<file path="config.mk">
export PLATFORM = sky130hd
export DESIGN_NAME = vram_arbiter
export DESIGN_NICKNAME = d
export VERILOG_FILES = /design/src/rtl/gpu_pkg.sv /design/src/rtl/vram_response_pipe.sv /design/src/rtl/vram_arbiter.sv
export SDC_FILE = /design/constraint.sdc
export NUM_CORES = 1
export LEC_CHECK = 0
export BUFFER_PORTS_ARGS = -buffer_cell sky130_fd_sc_hd__buf_4
export CAP_MARGIN = 20
export CORE_ASPECT_RATIO = 0.9
export CORE_MARGIN = 5
export CORE_UTILIZATION = 39
export DETAILED_ROUTE_END_ITERATION = 10
export PLACE_DENSITY = 0.76
export SYNTH_ARGS = -nofsm -noshare
export SYNTH_HDL_FRONTEND = slang
export SYNTH_SLANG_ARGS = --single-unit
</file>
<file path="constraint.sdc">
create_clock -name i_Clock -period 1.2 [get_ports i_Clock]
set_input_delay 0.12 -clock i_Clock [delete_from_list [all_inputs] [get_ports i_Clock]]
set_output_delay 0.12 -clock i_Clock [all_outputs]
set_load 0.02 [all_outputs]
</file>
<file path="src/rtl/gpu_pkg.sv">
// Shared GPU definitions: response owner tags, RAM timing and framebuffer geometry.
package gpu_pkg;

  // Owner of an access travelling through the read-latency pipeline.
  typedef enum logic [1:0] {
    OWNER_NONE    = 2'd0,
    OWNER_DISPLAY = 2'd1,
    OWNER_CPU     = 2'd2
  } owner_e;

  // Block RAM returns read data one cycle after it samples the command.
  localparam int RAM_READ_LATENCY = 1;

  // Framebuffer geometry, one pixel per word.
  localparam int FRAME_WIDTH  = 320;
  localparam int FRAME_HEIGHT = 240;
  localparam int FRAME_WORDS  = FRAME_WIDTH * FRAME_HEIGHT;

  // Bits needed to count 0..max inclusive.
  function automatic int streak_width(input int max_streak);
    return $clog2(max_streak + 1);
  endfunction

endpackage

</file>
<file path="src/rtl/vram_response_pipe.sv">
// Carries the owner of each accepted access through the RAM latency and
// steers the returning read data to the requester that asked for it.
module vram_response_pipe
  import gpu_pkg::*;
#(
  parameter int DATA_WIDTH = 3
) (
  input  logic                  i_Clock,
  input  logic                  i_Reset,
  input  owner_e                i_Tag,
  input  logic [DATA_WIDTH-1:0] i_Ram_Read_Data,
  output logic                  o_Display_Read_Valid,
  output logic [DATA_WIDTH-1:0] o_Display_Read_Data,
  output logic                  o_Cpu_Read_Valid,
  output logic [DATA_WIDTH-1:0] o_Cpu_Read_Data
);

  // One stage for the registered RAM command plus the RAM read latency.
  localparam int STAGES = RAM_READ_LATENCY + 1;

  owner_e tag_q [STAGES];
  owner_e tag_d [STAGES];

  // Shift the owner tag one stage per cycle; a new tag enters every cycle.
  always_comb begin
    tag_d[0] = i_Tag;
    for (int i = 1; i < STAGES; i++) begin
      tag_d[i] = tag_q[i-1];
    end
  end

  // Tag registers; reset drops everything in flight.
  always_ff @(posedge i_Clock or posedge i_Reset) begin
    if (i_Reset) begin
      for (int i = 0; i < STAGES; i++) begin
        tag_q[i] <= OWNER_NONE;
      end
    end else begin
      for (int i = 0; i < STAGES; i++) begin
        tag_q[i] <= tag_d[i];
      end
    end
  end

  // Route RAM data to the owner of the last stage; non-owners see zero.
  always_comb begin
    o_Display_Read_Valid = (tag_q[STAGES-1] == OWNER_DISPLAY);
    o_Cpu_Read_Valid     = (tag_q[STAGES-1] == OWNER_CPU);
    o_Display_Read_Data  = o_Display_Read_Valid ? i_Ram_Read_Data : '0;
    o_Cpu_Read_Data      = o_Cpu_Read_Valid     ? i_Ram_Read_Data : '0;
  end

endmodule

</file>
<file path="src/rtl/vram_arbiter.sv">
// Framebuffer RAM arbiter: display scan-out has priority, a streak counter
// bounds how long the CPU/draw port can be starved.
//
// Handshake: a request transfers on a rising i_Clock edge where its valid and
// ready are both high. Readies are combinational from this cycle's valids and
// the streak count, at most one is high, and both are low during reset.
// Requesters keep address/data stable until accepted. Responses have no
// backpressure: a read valid appears for exactly one cycle, two cycles after
// the accept.
module vram_arbiter
  import gpu_pkg::*;
#(
  parameter int ADDR_WIDTH         = 17,
  parameter int DATA_WIDTH         = 3,
  parameter int MAX_DISPLAY_STREAK = 8
) (
  input  logic                  i_Clock,
  input  logic                  i_Reset,
  input  logic                  i_Display_Request_Valid,
  input  logic [ADDR_WIDTH-1:0] i_Display_Request_Address,
  output logic                  o_Display_Request_Ready,
  output logic                  o_Display_Read_Valid,
  output logic [DATA_WIDTH-1:0] o_Display_Read_Data,
  input  logic                  i_Cpu_Valid,
  input  logic                  i_Cpu_Write_Enable,
  input  logic [ADDR_WIDTH-1:0] i_Cpu_Address,
  input  logic [DATA_WIDTH-1:0] i_Cpu_Write_Data,
  output logic                  o_Cpu_Ready,
  output logic                  o_Cpu_Read_Valid,
  output logic [DATA_WIDTH-1:0] o_Cpu_Read_Data,
  output logic                  o_Ram_Enable,
  output logic                  o_Ram_Write_Enable,
  output logic [ADDR_WIDTH-1:0] o_Ram_Address,
  output logic [DATA_WIDTH-1:0] o_Ram_Write_Data,
  input  logic [DATA_WIDTH-1:0] i_Ram_Read_Data
);

  localparam int STREAK_WIDTH = streak_width(MAX_DISPLAY_STREAK);
  localparam logic [STREAK_WIDTH-1:0] STREAK_MAX = STREAK_WIDTH'(MAX_DISPLAY_STREAK);

  logic                    display_grant;
  logic                    cpu_grant;
  owner_e                  grant_tag;

  logic [STREAK_WIDTH-1:0] streak_q, streak_d;
  logic                    ram_en_q, ram_en_d;
  logic                    ram_we_q, ram_we_d;
  logic [ADDR_WIDTH-1:0]   ram_addr_q, ram_addr_d;
  logic [DATA_WIDTH-1:0]   ram_wdata_q, ram_wdata_d;

  // Grant: display wins unless the CPU has waited through a full streak.
  always_comb begin
    display_grant = !i_Reset && i_Display_Request_Valid &&
                    (!i_Cpu_Valid || (streak_q < STREAK_MAX));
    cpu_grant     = !i_Reset && i_Cpu_Valid && !display_grant;
    o_Display_Request_Ready = display_grant;
    o_Cpu_Ready             = cpu_grant;
    if (display_grant) begin
      grant_tag = OWNER_DISPLAY;
    end else if (cpu_grant && !i_Cpu_Write_Enable) begin
      grant_tag = OWNER_CPU;
    end else begin
      grant_tag = OWNER_NONE;
    end
  end

  // Streak: counts display wins while the CPU is waiting, saturating.
  always_comb begin
    streak_d = streak_q;
    if (!i_Cpu_Valid || cpu_grant) begin
      streak_d = '0;
    end else if (display_grant && (streak_q < STREAK_MAX)) begin
      streak_d = streak_q + 1'b1;
    end
  end

  // Next RAM command; address and write data hold when idle.
  always_comb begin
    ram_en_d    = display_grant || cpu_grant;
    ram_we_d    = cpu_grant && i_Cpu_Write_Enable;
    ram_addr_d  = ram_addr_q;
    ram_wdata_d = ram_wdata_q;
    if (display_grant) begin
      ram_addr_d = i_Display_Request_Address;
    end else if (cpu_grant) begin
      ram_addr_d  = i_Cpu_Address;
      ram_wdata_d = i_Cpu_Write_Data;
    end
  end

  // Streak and RAM command registers.
  always_ff @(posedge i_Clock or posedge i_Reset) begin
    if (i_Reset) begin
      streak_q    <= '0;
      ram_en_q    <= 1'b0;
      ram_we_q    <= 1'b0;
      ram_addr_q  <= '0;
      ram_wdata_q <= '0;
    end else begin
      streak_q    <= streak_d;
      ram_en_q    <= ram_en_d;
      ram_we_q    <= ram_we_d;
      ram_addr_q  <= ram_addr_d;
      ram_wdata_q <= ram_wdata_d;
    end
  end

  // Drive the RAM command bus from the registers.
  always_comb begin
    o_Ram_Enable       = ram_en_q;
    o_Ram_Write_Enable = ram_we_q;
    o_Ram_Address      = ram_addr_q;
    o_Ram_Write_Data   = ram_wdata_q;
  end

  vram_response_pipe #(
    .DATA_WIDTH(DATA_WIDTH)
  ) u_response_pipe (
    .i_Clock              (i_Clock),
    .i_Reset              (i_Reset),
    .i_Tag                (grant_tag),
    .i_Ram_Read_Data      (i_Ram_Read_Data),
    .o_Display_Read_Valid (o_Display_Read_Valid),
    .o_Display_Read_Data  (o_Display_Read_Data),
    .o_Cpu_Read_Valid     (o_Cpu_Read_Valid),
    .o_Cpu_Read_Data      (o_Cpu_Read_Data)
  );

endmodule

</file>
* Yosys cells after proc, flatten, opt, wreduce, memory -nomap -nowiden
Cells that the tools add are included.
** Word-level totals
- Bits in registers :: 30
- Bits of input ports :: 45
- Output and inout port bits :: 32
- Logic and storage cells :: 37
** Cells by class
- $add $sub $neg :: 1
- $lt $le $gt $ge :: 1
- Equality and inequality tests :: 2
- Multiplexer cells :: 8
- Bitwise operators :: 1
- Reduce and logical (&&, ||, !) cells :: 17
** Operators with widths (number)
- 17-bit 2-to-1 mux :: 2
- 4-bit 2-to-1 mux :: 2
- 1-bit logical AND :: 7
- 3-bit 2-to-1 mux :: 2
- 4-bit by 1-bit adder with 4-bit output, second input constant :: 1
- 1-bit logical NOT :: 4
- 4-bit less-than comparator, second input constant :: 1
- 2-bit 2-to-1 mux :: 2
- 2-bit nonzero test :: 2
- 1-bit logical OR :: 3
- 2-bit by 1-bit equality test with 1-bit output, second input constant :: 1
- 2-bit equality test, second input constant :: 1
- 2-bit AND reduction :: 1
- 1-bit NOT :: 1

* Longest topological paths before layout
- Word-level depth :: 8
- Mapped depth :: 6
- Gate-level depth less buffers :: 5

* Hierarchy
Synthesis repeated with hierarchy kept, for this count alone.
** Second synthesis, totals
- Cells, all modules :: 117
- Area total of the unflattened synthesis :: 1386.3 um2
** By module, submodules not included
- vram_arbiter :: instances 1, cells an instance 104, area each 1217.4 um2
- vram_response_pipe :: instances 1, cells an instance 13, area each 168.9 um2

* Worst setup path after synthesis
No wires, ideal clock.
- Path type :: input to register
- Start :: in i_Reset
- End :: reg ram_addr_q[10], in the netlist o_Ram_Address[10]
- Arrival :: 1360 ps
- Required time :: 1074 ps
- Slack :: -286 ps
- Stages :: 5
- Cells stage by stage :: buf_2 > inv_2 > o21ai_2 > buf_6 > a221o_1
** Between the ends
- Word-level cells in the longest chain between the ends :: 6
** RTL lines
- start: declaration :: line vram_arbiter.sv:18 : input logic i_Reset,
- 1-bit logical NOT (no source line) (*)
- 1-bit logical AND (2 in a row) :: line vram_arbiter.sv:53 : display_grant = !i_Reset && i_Display_Request_Valid &&
- 1-bit logical NOT :: line vram_arbiter.sv:55 : cpu_grant = !i_Reset && i_Cpu_Valid && !display_grant;
- 1-bit logical AND :: line vram_arbiter.sv:55
- 2-bit nonzero test (no source line)
- end signal: assignment :: line vram_arbiter.sv:103 : ram_addr_q <= ram_addr_d;
- end: declaration :: line vram_arbiter.sv:48 : logic [ADDR_WIDTH-1:0] ram_addr_q, ram_addr_d;
Mark *: on every way between the ends. The rest lies on a longest branch, timed or not.
A chain may end at the register's enable or synchronous reset.

* Worst setup path in the final report
- Start :: reg streak_q[3]
- End :: reg ram_addr_q[4], in the netlist o_Ram_Address[4]
** Between the ends
- Word-level cells in the longest chain between the ends :: 6
** RTL lines
- start: declaration :: line vram_arbiter.sv:45 : logic [STREAK_WIDTH-1:0] streak_q, streak_d;
- start signal: assignment :: line vram_arbiter.sv:100 : streak_q <= streak_d;
- 4-bit less-than comparator (*) :: line vram_arbiter.sv:54 : (!i_Cpu_Valid || (streak_q < STREAK_MAX));
- 1-bit logical OR (*) :: line vram_arbiter.sv:54
- 1-bit logical AND (*) :: line vram_arbiter.sv:53
- 1-bit logical NOT :: line vram_arbiter.sv:55
- 1-bit logical AND :: line vram_arbiter.sv:55
- 2-bit nonzero test (no source line)
Marked as above.

==> impl_metrics.tcl <==
set metrics [dict create \
    finalCritPeriodShare_pct 108.7 \
    vias_per_cell 5.251 \
    grt_max_degree 31 \
    clock_latency_ps 280 \
    worstPathArrival_ps 1460 \
    n_antenna_cell 0 \
    leakage_nw 1.200 \
    fmax_mhz 766.8 \
    die_y_um 66.31 \
    worst_slack_ps -104.1 \
    relSlewSlack_pct 52.59 \
    yosysSeqAreaShare_pct 54.64 \
    crit_family "flip-flops" \
    fin_area_sq_um 2344 \
    rsz0062_at_grt "yes" \
    fin_setup_tns_ps -1909 \
    status "finished with violations" \
    placed_area_sq_um 2021 \
    setup_violations 25 \
    min_path_type "in2reg" \
    routed_wirelength_mm 4.289 \
    syn_inst 115 \
    crit_fanout 10 \
    syn_nets 161 \
    tightest_slew_ps 711.0 \
    numClockSinks 30 \
    overflow 0 \
    antenna_found_initial 0 \
    ys.warnings.count 0 \
    numCtsBuffers 5 \
    dieArea_sq_um 4811 \
    cts_tree "built" \
    crit_chain "and2b_4 > nor2_8 > buf_6 > a221o_1" \
    avgSynthCellArea_sq_um 11.95 \
    async_reset_ff_share_pct 100.0 \
    drtIter0Drc 55 \
    crit_required_ps 1360 \
    core.rowCount 20 \
    worst-path-buf-inv 1 \
    htreeDepth 2 \
    finalCriticalPeriod_ps 1304 \
    clockBufferDepth 2 \
    synth-seq-cells 30 \
    io_pins 77 \
    dr.pass1.iters 4 \
    failed_checks "negative setup slack" \
    crit_slowest_cell "dfrtp_1" \
    synth_edf_count 0 \
    num_vias 1318 \
    layout.nets 252 \
    grtUsageTotal_pct 18.62 \
    yosysUniqueCellTypes 31 \
    critPathLaunchType "register" \
    fin_skew_ps 4.534 \
    ir_drop_uv 940.9 \
    synthToLayoutAreaGrowth_pct 70.58 \
    drc 0 \
    syn_area_sq_um 1374 \
    yosys_most_used_dff "dfrtp_1" \
    hold_violations 0 \
    core_sq_um 3378 \
    drtAntennaViolNets 0 \
    power_density_nw_per_um2 1355 \
    port_buffers 76 \
    post_drt_wl_per_cell_um 17.09 \
    root_buffer "clkbuf_8" \
    grt_pass1_vias 1431 \
    gp_congestion 0.7833 \
    die_w_um 72.56 \
    clk_pin_slew_ps 70 \
    end_kind "register" \
    worstSetupPathType "reg2reg" \
    slowest_delay_ps 400 \
    start_util_pct 40.67 \
    slew_violations 0 \
    grt_pass1_wl_mm 6.768 \
    maxCapViolations 0 \
    drive_gt1_share_pct 59.42 \
    dpl.hpwl_mm 2.956 \
]
==> worst paths after layout <==
check                                         startpoint                       end  slack (ps)  cells past startpoint
worst max-delay path                         streak_q[3]          o_Ram_Address[4]        -100                      4
worst min-delay path                    i_Cpu_Address[5]          o_Ram_Address[5]          70                      2
worst max register to register               streak_q[3]          o_Ram_Address[4]        -100                      4
worst min register to register  u_response_pipe.tag_d[1]  u_response_pipe.tag_q[1]         350                      0
max in group asynchronous                        i_Reset       o_Ram_Write_Data[1]         800                      4
min in group asynchronous                        i_Reset               streak_q[1]         120                      4
==> synthesized netlist by cell type, drive strengths merged, types with 2 or more instances <==
| library cell | instances | area, sq um |
|---|---|---|
| nand3 | 5 | 25.02 |
| nand2b | 2 | 15.02 |
| inv | 2 | 7.510 |
| buf | 5 | 43.79 |
| nor2b | 4 | 27.53 |
| a221o | 14 | 140.1 |
| nand2 | 4 | 22.52 |
| o21ai | 6 | 33.78 |
| dfrtp | 30 | 750.7 |
| nor2 | 6 | 38.79 |
| and3 | 14 | 91.34 |
| mux2 | 3 | 33.78 |
| a31oi | 3 | 18.77 |
| and2 | 9 | 57.56 |
==> cells in the final DEF, fill, tap and decap left out, types with 3 or more instances in the layout <==
cell	count
o21ai_1	3
mux2_4	3
a221o_1	14
nand2_1	3
and2_4	7
and3_2	3
nor2_1	4
and3_1	11
nand3_1	5
a31oi_1	3
buf_6	14
dfrtp_1	30
clkbuf_8	6
buf_4	73
==> cell families (layout without fill, tap and decap cells) <==
logic type | count (synthesis) | after routing | share of synthesized area [%]
flip-flops | 30 | 30 | 54.64
AND/OR/NAND/NOR | 48 | 48 | 22.59
AO/OA/AOI/OAI | 25 | 25 | 14.94
multiplexers | 4 | 4 | 3.187
adder cells (fa/ha/maj) | 1 | 1 | 0.9106
buffers and inverters | 7 | 99 | 3.734
==> per-stage QoR <==
step | setup slack [ps] | utilization, % | cells | hold WS (ps) | total power (W)
after floorplan | -122.4 | - | 115 | 118.6 | 0.001510
after global placement | -13.88 | 59.81 | 236 | 302.3 | 0.001846
after detailed placement | -137.0 | 59.81 | 236 | 295.2 | 0.001860
after CTS | -104.3 | 68.30 | 251 | 63.43 | 0.003175
after global routing | -144.1 | 69.37 | 251 | 55.35 | 0.003310
final | -104.1 | 69.37 | 251 | 68.24 | 0.003175
==> power breakdown <==
part | internal (W) | total (W) | switching, W | leakage, nW
Sequential | 0.00112 | 0.00118 | 0.0000678 | 0.376
Clock | 0.000886 | 0.00127 | 0.000383 | 0.0714
Combinational | 0.000383 | 0.000722 | 0.000339 | 0.752
Total | 0.00239 | 0.00318 | 0.000790 | 1.20
==> timing repair <==
item	in CTS	in global routing
hold endpoints to repair	1	0
pin swaps	6	9
gates resized for setup	26	11
hold buffers	1	0
endpoints found under the setup margin	13	30
buffers inserted	6	0
==> layout make-up <==
cell class / instances / area [sq um]
fillers: 260 / 1035
inverters: 2 / 15.01
repair buffers: 89 / 735.7
clock inverters: 2 / 60.06
flip-flops and latches: 30 / 750.7
multi-input cells: 78 / 644.4
well taps: 44 / 55.05
clock buffers: 6 / 82.58
==> flip-flops by register name, indices dropped and copies added (netlist names) <==
register,cells
streak_q,4
o_Ram_Address,17
o_Ram_Enable,1
o_Ram_Write_Enable,1
o_Ram_Write_Data,3
u_response_pipe.tag_d,2
u_response_pipe.tag_q,2
==> per-layer routing <==
metal  global-route usage [%]  wire, um  vias to the layer above
met1                    20.49      1620                      641
met2                    33.33      2265                       57
met5                        0         0                        -
met3                    5.623       290                       11
li1                         -         -                      609
met4                    7.143       112                        0
Note: power is estimated with default switching activity, not from simulation.
